### src/rtl/manhattan_bit_serializer.sv
`default_nettype none
// ============================================================================
// Module   : manhattan_bit_serializer
// Brief    : Parallel-to-serial shifter with a one-word skid buffer that feeds
//            a downstream sequence detector one registered bit per clock.
// Revision : 1.0 - initial release
// ============================================================================
module manhattan_bit_serializer #(
    parameter int WIDTH     = 8,
    parameter bit MSB_FIRST = 1'b1
) (
    input  logic             clock,
    input  logic             reset,
    input  logic [WIDTH-1:0] data_in,
    input  logic             load_valid,
    output logic             load_ready,
    output logic             serial_out,
    output logic             serial_valid,
    output logic             word_done,
    output logic             busy
);

    localparam int            CNT_W       = $clog2(WIDTH);
    localparam logic [CNT_W-1:0] LAST_IDX = CNT_W'(WIDTH - 1);
    localparam logic [CNT_W-1:0] PENULT_IDX = CNT_W'(WIDTH - 2);

    typedef enum logic [0:0] {
        IDLE  = 1'b0,
        SHIFT = 1'b1
    } state_t;

    state_t             state;
    logic [WIDTH-1:0]   shift_reg;
    logic [WIDTH-1:0]   hold_reg;
    logic               hold_full;
    logic [CNT_W-1:0]   bit_cnt;

    logic               accept;
    logic               last_bit;
    logic [WIDTH-1:0]   load_word;
    logic               head_bit;
    logic [WIDTH-1:0]   shift_next;
    logic               load_first_bit;
    logic [WIDTH-1:0]   load_rest;

    assign load_ready = !hold_full;
    assign accept     = load_valid && load_ready;
    assign last_bit   = (state == SHIFT) && (bit_cnt == LAST_IDX);
    assign busy       = (state == SHIFT) || hold_full;

    // A held word always takes priority; when hold is full load_ready is low,
    // so data_in can never be accepted on the same edge.
    assign load_word  = hold_full ? hold_reg : data_in;

    // shift_reg keeps the not-yet-emitted bits with the next one at its head;
    // the bit currently on the line lives only in the serial_out register.
    generate
        if (MSB_FIRST) begin : g_msb_first
            assign head_bit       = shift_reg[WIDTH-1];
            assign shift_next     = {shift_reg[WIDTH-2:0], 1'b0};
            assign load_first_bit = load_word[WIDTH-1];
            assign load_rest      = {load_word[WIDTH-2:0], 1'b0};
        end else begin : g_lsb_first
            assign head_bit       = shift_reg[0];
            assign shift_next     = {1'b0, shift_reg[WIDTH-1:1]};
            assign load_first_bit = load_word[0];
            assign load_rest      = {1'b0, load_word[WIDTH-1:1]};
        end
    endgenerate

    always_ff @(posedge clock) begin
        if (!reset) begin
            state        <= IDLE;
            shift_reg    <= '0;
            hold_reg     <= '0;
            hold_full    <= 1'b0;
            bit_cnt      <= '0;
            serial_out   <= 1'b0;
            serial_valid <= 1'b0;
            word_done    <= 1'b0;
        end else begin
            case (state)
                IDLE: begin
                    if (accept) begin
                        shift_reg    <= load_rest;
                        serial_out   <= load_first_bit;
                        serial_valid <= 1'b1;
                        word_done    <= 1'b0;
                        bit_cnt      <= '0;
                        state        <= SHIFT;
                    end else begin
                        serial_out   <= 1'b0;
                        serial_valid <= 1'b0;
                        word_done    <= 1'b0;
                    end
                end

                SHIFT: begin
                    if (last_bit) begin
                        if (hold_full || accept) begin
                            // Next word follows with no gap cycle.
                            shift_reg    <= load_rest;
                            serial_out   <= load_first_bit;
                            serial_valid <= 1'b1;
                            word_done    <= 1'b0;
                            bit_cnt      <= '0;
                            hold_full    <= 1'b0;
                        end else begin
                            shift_reg    <= '0;
                            serial_out   <= 1'b0;
                            serial_valid <= 1'b0;
                            word_done    <= 1'b0;
                            bit_cnt      <= '0;
                            state        <= IDLE;
                        end
                    end else begin
                        shift_reg    <= shift_next;
                        serial_out   <= head_bit;
                        serial_valid <= 1'b1;
                        word_done    <= (bit_cnt == PENULT_IDX);
                        bit_cnt      <= bit_cnt + CNT_W'(1);
                        if (accept) begin
                            hold_reg  <= data_in;
                            hold_full <= 1'b1;
                        end
                    end
                end

                default: begin
                    state <= IDLE;
                end
            endcase
        end
    end

endmodule
`default_nettype wire

### config.mk
export PLATFORM = sky130hd
export DESIGN_NAME = manhattan_bit_serializer
export DESIGN_NICKNAME = d
export VERILOG_FILES = /design/src/rtl/manhattan_bit_serializer.sv
export SDC_FILE = /design/constraint.sdc
export NUM_CORES = 1
export LEC_CHECK = 0
export BUFFER_PORTS_ARGS = -buffer_cell sky130_fd_sc_hd__clkbuf_2
export CAP_MARGIN = 5
export CORE_ASPECT_RATIO = 0.75
export CORE_MARGIN = 3
export CORE_UTILIZATION = 49
export DETAILED_ROUTE_END_ITERATION = 6
export PLACE_DENSITY = 0.81
export SYNTH_ARGS = -nofsm -noshare
export SYNTH_HDL_FRONTEND = slang
export SYNTH_SLANG_ARGS = --single-unit
### constraint.sdc
create_clock -name clock -period 2.11 [get_ports clock]
set_input_delay 0.422 -clock clock [delete_from_list [all_inputs] [get_ports clock]]
set_output_delay 0.422 -clock clock [all_outputs]
set_load 0.03 [all_outputs]
**Yosys cells after proc, flatten, opt, wreduce, memory -nomap -nowiden**

Index checks and enable logic that the tools add are counted.

- Flip-flop bits (word level): 23
- Bits of input ports: 11
- Output and inout bits: 5

- Add/subtract/negate cells: 1
- Equality and inequality tests: 4
- Mux-type cells: 21
- Bitwise logic cells: 2
- Reduce and logical (&&, ||, !) cells: 8

Operators by type and width:

| kind | count |
|---|---|
| $mux W8 | 4 |
| $pmux W8 S2 | 1 |
| $mux W1 | 10 |
| $eq A3 B3 Y1 const B | 2 |
| $mux W3 | 2 |
| $pmux W1 S2 | 3 |
| $pmux W3 S2 | 1 |
| $reduce_and A3 Y1 | 2 |
| $add A3 B1 Y3 const B | 1 |
| $logic_and A1 B1 Y1 | 2 |
| $logic_or A1 B1 Y1 | 2 |
| $ne A2 B1 Y1 const B | 1 |
| $ne A2 B2 Y1 const B | 1 |
| $not A1 Y1 | 2 |
| $reduce_bool A2 Y1 | 1 |
| $logic_not A1 Y1 | 1 |

**Logic depth before layout (Yosys ltp)**

- Depth after elaboration: 6
- Mapped depth: 8
- Mapped depth without buffers: 6

**Worst setup path before layout**

OpenSTA, ideal clock, no wires.

- Path type: reg2reg
- From: register bit_cnt[0]
- To: register hold_reg[0]
- Library setup time: 0.128 ns
- Arrival time: 1.374 ns
- Data required time: 1.982 ns
- Setup slack: 0.609 ns
- Stages on the path, launching flop included: 7
- Buffers on the path: 0
- Path through: dfxtp_1 ha_1 ha_1 or2b_4 nor2_8 mux2i_1 nor2_1

- Cells in the longest elaborated chain, start to end: 4

RTL lines:

| element | RTL line | source |
|---|---|---|
| from (decl) | 36 | `logic [CNT_W-1:0] bit_cnt;` |
| from (signal assigned) | 121 | `bit_cnt <= bit_cnt + CNT_W'(1);` |
| $eq A3 B3 Y1 | 48 | `assign last_bit = (state == SHIFT) && (bit_cnt == LAST_IDX);` |
| $logic_and A1 B1 Y1 | 48 |  |
| $not A1 Y1 (no line) | -- |  |
| $reduce_and A3 Y1 (no line) | -- |  |
| to (signal assigned) | 123 | `hold_reg <= data_in;` |
| to (decl) | 34 | `logic [WIDTH-1:0] hold_reg;` |

No other way between the ends.
A chain may end at the register's enable or synchronous reset.

==> metrics.md <==
| Metric | Value |
|---|---|
| Outcome | finished, final reports clean |
| Tot Pwr | 0.871 mW |
| Synth Register Bits | 22 |
| Cell Area, Synth | 0.00108 mm^2 |
| Synth area leader | dfxtp_1 |
| Global route total overflow | 0 |
| Clock slew at reported path FFs | 0.12 ns |
| Number of remaining DRC errors | 0 |
| Iteration count of the initial detailed-routing pass | 4 |
| CP max FO | 7 |
| Post-DR wirelength/cell | 13.4 um |
| Setup crit end kind | output pin |
| Post-synthesis sequential area ratio | 40.8% |
| IO buf count | 15 |
| Critical Path Sink | serial_valid |
| Die height | 46.6 um |
| Slowest Stage Delay on Critical Path | 0.60 ns |
| Slowest CP cell | dfxtp_1 |
| Count of cell types in the netlist | 25 |
| Drt total wl | 2200 um |
| DR top layer | met3 |
| Setup violators final | 0 |
| Reg2Reg Depth | 6 |
| Clock latency on the worst-skew pair | 0.31 ns |
| Worst VDD drop | 0.562 mV |
| Starting Density | 52.6% |
| Total track usage | 17.5% |
| Post-CTS Resized | 0 |
| Ports | 16 |
| Row cnt | 14 |
| M1 wire length | 1080 um |
| Vias in the first global route | 805 |
| WS Path Type | reg -> out |
| Setup WS post-layout | 0.336 ns |
| Critical Path Start Type | register |
| Crit path max-delay family | flip-flops |
| DP Worst Slack | 0.495 ns |
| Critical path, cell by cell | buf_4, clkbuf_2 |
| Count leader, synth | a21oi_1 |
| Setup TNS | 0 ns |
| Crit. path cell count | 2 |
| Final ANT Viol Nets | 0 |
| Core Util, Final | 57.7% |
| Worst slew margin | 67.8% |
| First-pass GRT wire length | 3680 um |
| Final hold violations | 0 |
| Seq pwr share | 53.0% |
| Ant diodes | 0 |
| Sw Pwr | 0.255 mW |
| Sw Share | 29.3% |
| Reg2reg setup slack | 0.49 ns |
| # H-tree levels | 1 |
| Top_reg_cell synth | dfxtp_1 |
| Buf/Inv on CP | 2 |
| CTS Sinks | 22 |
| Top post-synthesis cells by area | dfxtp_1, a21oi_1, nor2_1 |
| Post-CTS Hold Buffers | 0 |
| Fmax | 564 MHz |
| Capturing point of the worst reg2reg path | hold_reg[7] |
| YS warnings | 0 |
| Tcrit/Tclk final | 84.1% |
| CTS Buf Count | 3 |
| CP required | 1.69 ns |
| Synth cell count leaders | a21oi_1, dfxtp_1, nor2_1 |
| CTS Root Cell | clkbuf_4 |
| Routability cong. | 0.773 |
| Max cap viols | 0 |
| Clock skew | 0.00229 ns |
| Die width | 60.2 um |
| Initial antenna violation count | 0 |
| P per Cell Area | 737 mW/mm^2 |
| Worst Hold Class | in -> reg |
| Gate power share | 19.6% |
| Clock share of power | 27.4% |
| DR iter-0 viols | 62 |
| Mean Syn Cell Area | 8.63 um^2 |
| Share of layout cells above drive strength 1 | 20.7% |
| Yosys top cell area share | 40.8% |
| Final number of max-transition violations | 0 |
| Ys async rst share | 0% |
| Fin crit period | 1.77 ns |
| Full die area | 0.00281 mm^2 |
| Core Box Area | 0.00205 mm^2 |
| Via count | 945 |
| Vias per cell | 5.76 |
| Max clock buf depth | 2 |
| Critical Path Source | state |
| Metal3 WL | 195 um |
| Largest net degree at the start of global routing | 20 |
| Internal power | 0.616 mW |
| Routed length on met2 | 931 um |
| Worst Tran Pin Value | 0.483 ns |
| Post-CTS Setup Repair Bufs | 0 |
| Hpwl dp | 1600 um |
| Gate count of the mapped netlist | 125 |
| RSZ-0062 raised after global routing | no |
| Worst path arrival time | 1.35 ns |
| CTS tree | built |
| Final nets | 155 |
| Cell leakage power | 0.512 nW |
| Max reg flops | 8 |
| Post-synth net total | 139 |
| Area grow syn2layout | 9.63% |
| Worst reg2reg path startpoint | bit_cnt[0] |
| EDFF count, synth | 0 |
## area by class of cell
cell class                      count  area, um^2
Fill cell                         183         867
Inverter                           10        37.5
Multi-Input combinational cell     86         541
Tap cell                           24        30.0
Timing Repair Buffer               18        97.6
Clock buffer                        4        36.3
Sequential cell                    22         440
## metal layers
layer,global-route usage (%),vias to the layer above
met5,0,-
met4,2.65,0
met3,6.16,0
met2,25.6,29
met1,24.9,445
li1,-,471
## power groups by stage
stage / Clock, mW / Combinational [mW] / Sequential [mW]
floorplan: 0 / 0.134 / 0.468
global placement: 0 / 0.165 / 0.470
detailed placement: 0 / 0.169 / 0.471
CTS: 0.235 / 0.170 / 0.461
global route: 0.252 / 0.189 / 0.465
finish: 0.239 / 0.171 / 0.462
## cell families after synthesis
logic type               count (synthesis)  synth area share, %
AO/OA/AOI/OAI                           51                 26.7
AND/OR/NAND/NOR                         30                 18.1
flip-flops                              22                 40.8
buffers and inverters                   17                 9.05
adder cells (fa/ha/maj)                  3                 3.48
multiplexers                             2                 1.86
## through the flow
step,cells,area (um^2),hold slack (ns)
3_3_place_gp,160,1150,0.466
4_1_cts,164,1180,0.354
2_1_floorplan,125,1080,0.439
5_1_grt,164,1180,0.358
3_5_place_dp,160,1150,0.461
6_report,164,1180,0.350
## cell usage in the layout (no fill, tap or decap), drive strengths merged
master / count
nand4: 1
and2b: 1
ha: 3
nor2b: 2
nand2: 1
a21oi: 34
nand2b: 3
o21ai: 7
dfxtp: 22
nor2: 16
a211o: 6
a211oi: 1
inv: 10
mux2i: 2
a31oi: 1
or2b: 1
or2: 1
buf: 3
clkbuf: 19
nand3: 4
a311oi: 1
a22oi: 1
## worst register-to-register path, stage by stage, from the launching register on
cell	delay, ns
dfxtp_1	0.36
ha_1	0.21
ha_1	0.23
or2b_4	0.31
nor2_8	0.16
mux2i_1	0.20
nor2_1	0.05
## worst min path at each step
stage / start / end / slack (ns) / cells after the start
2_1_floorplan: bit_cnt[2] / word_done / 0.44 / 2
4_1_cts: data_in[2] / hold_reg[2] / 0.35 / 3
3_5_place_dp: bit_cnt[2] / word_done / 0.46 / 2
5_1_grt: data_in[3] / hold_reg[3] / 0.36 / 3
6_report: data_in[6] / hold_reg[6] / 0.35 / 3
3_3_place_gp: bit_cnt[2] / word_done / 0.47 / 2
Power figures use the tool's default switching activity.
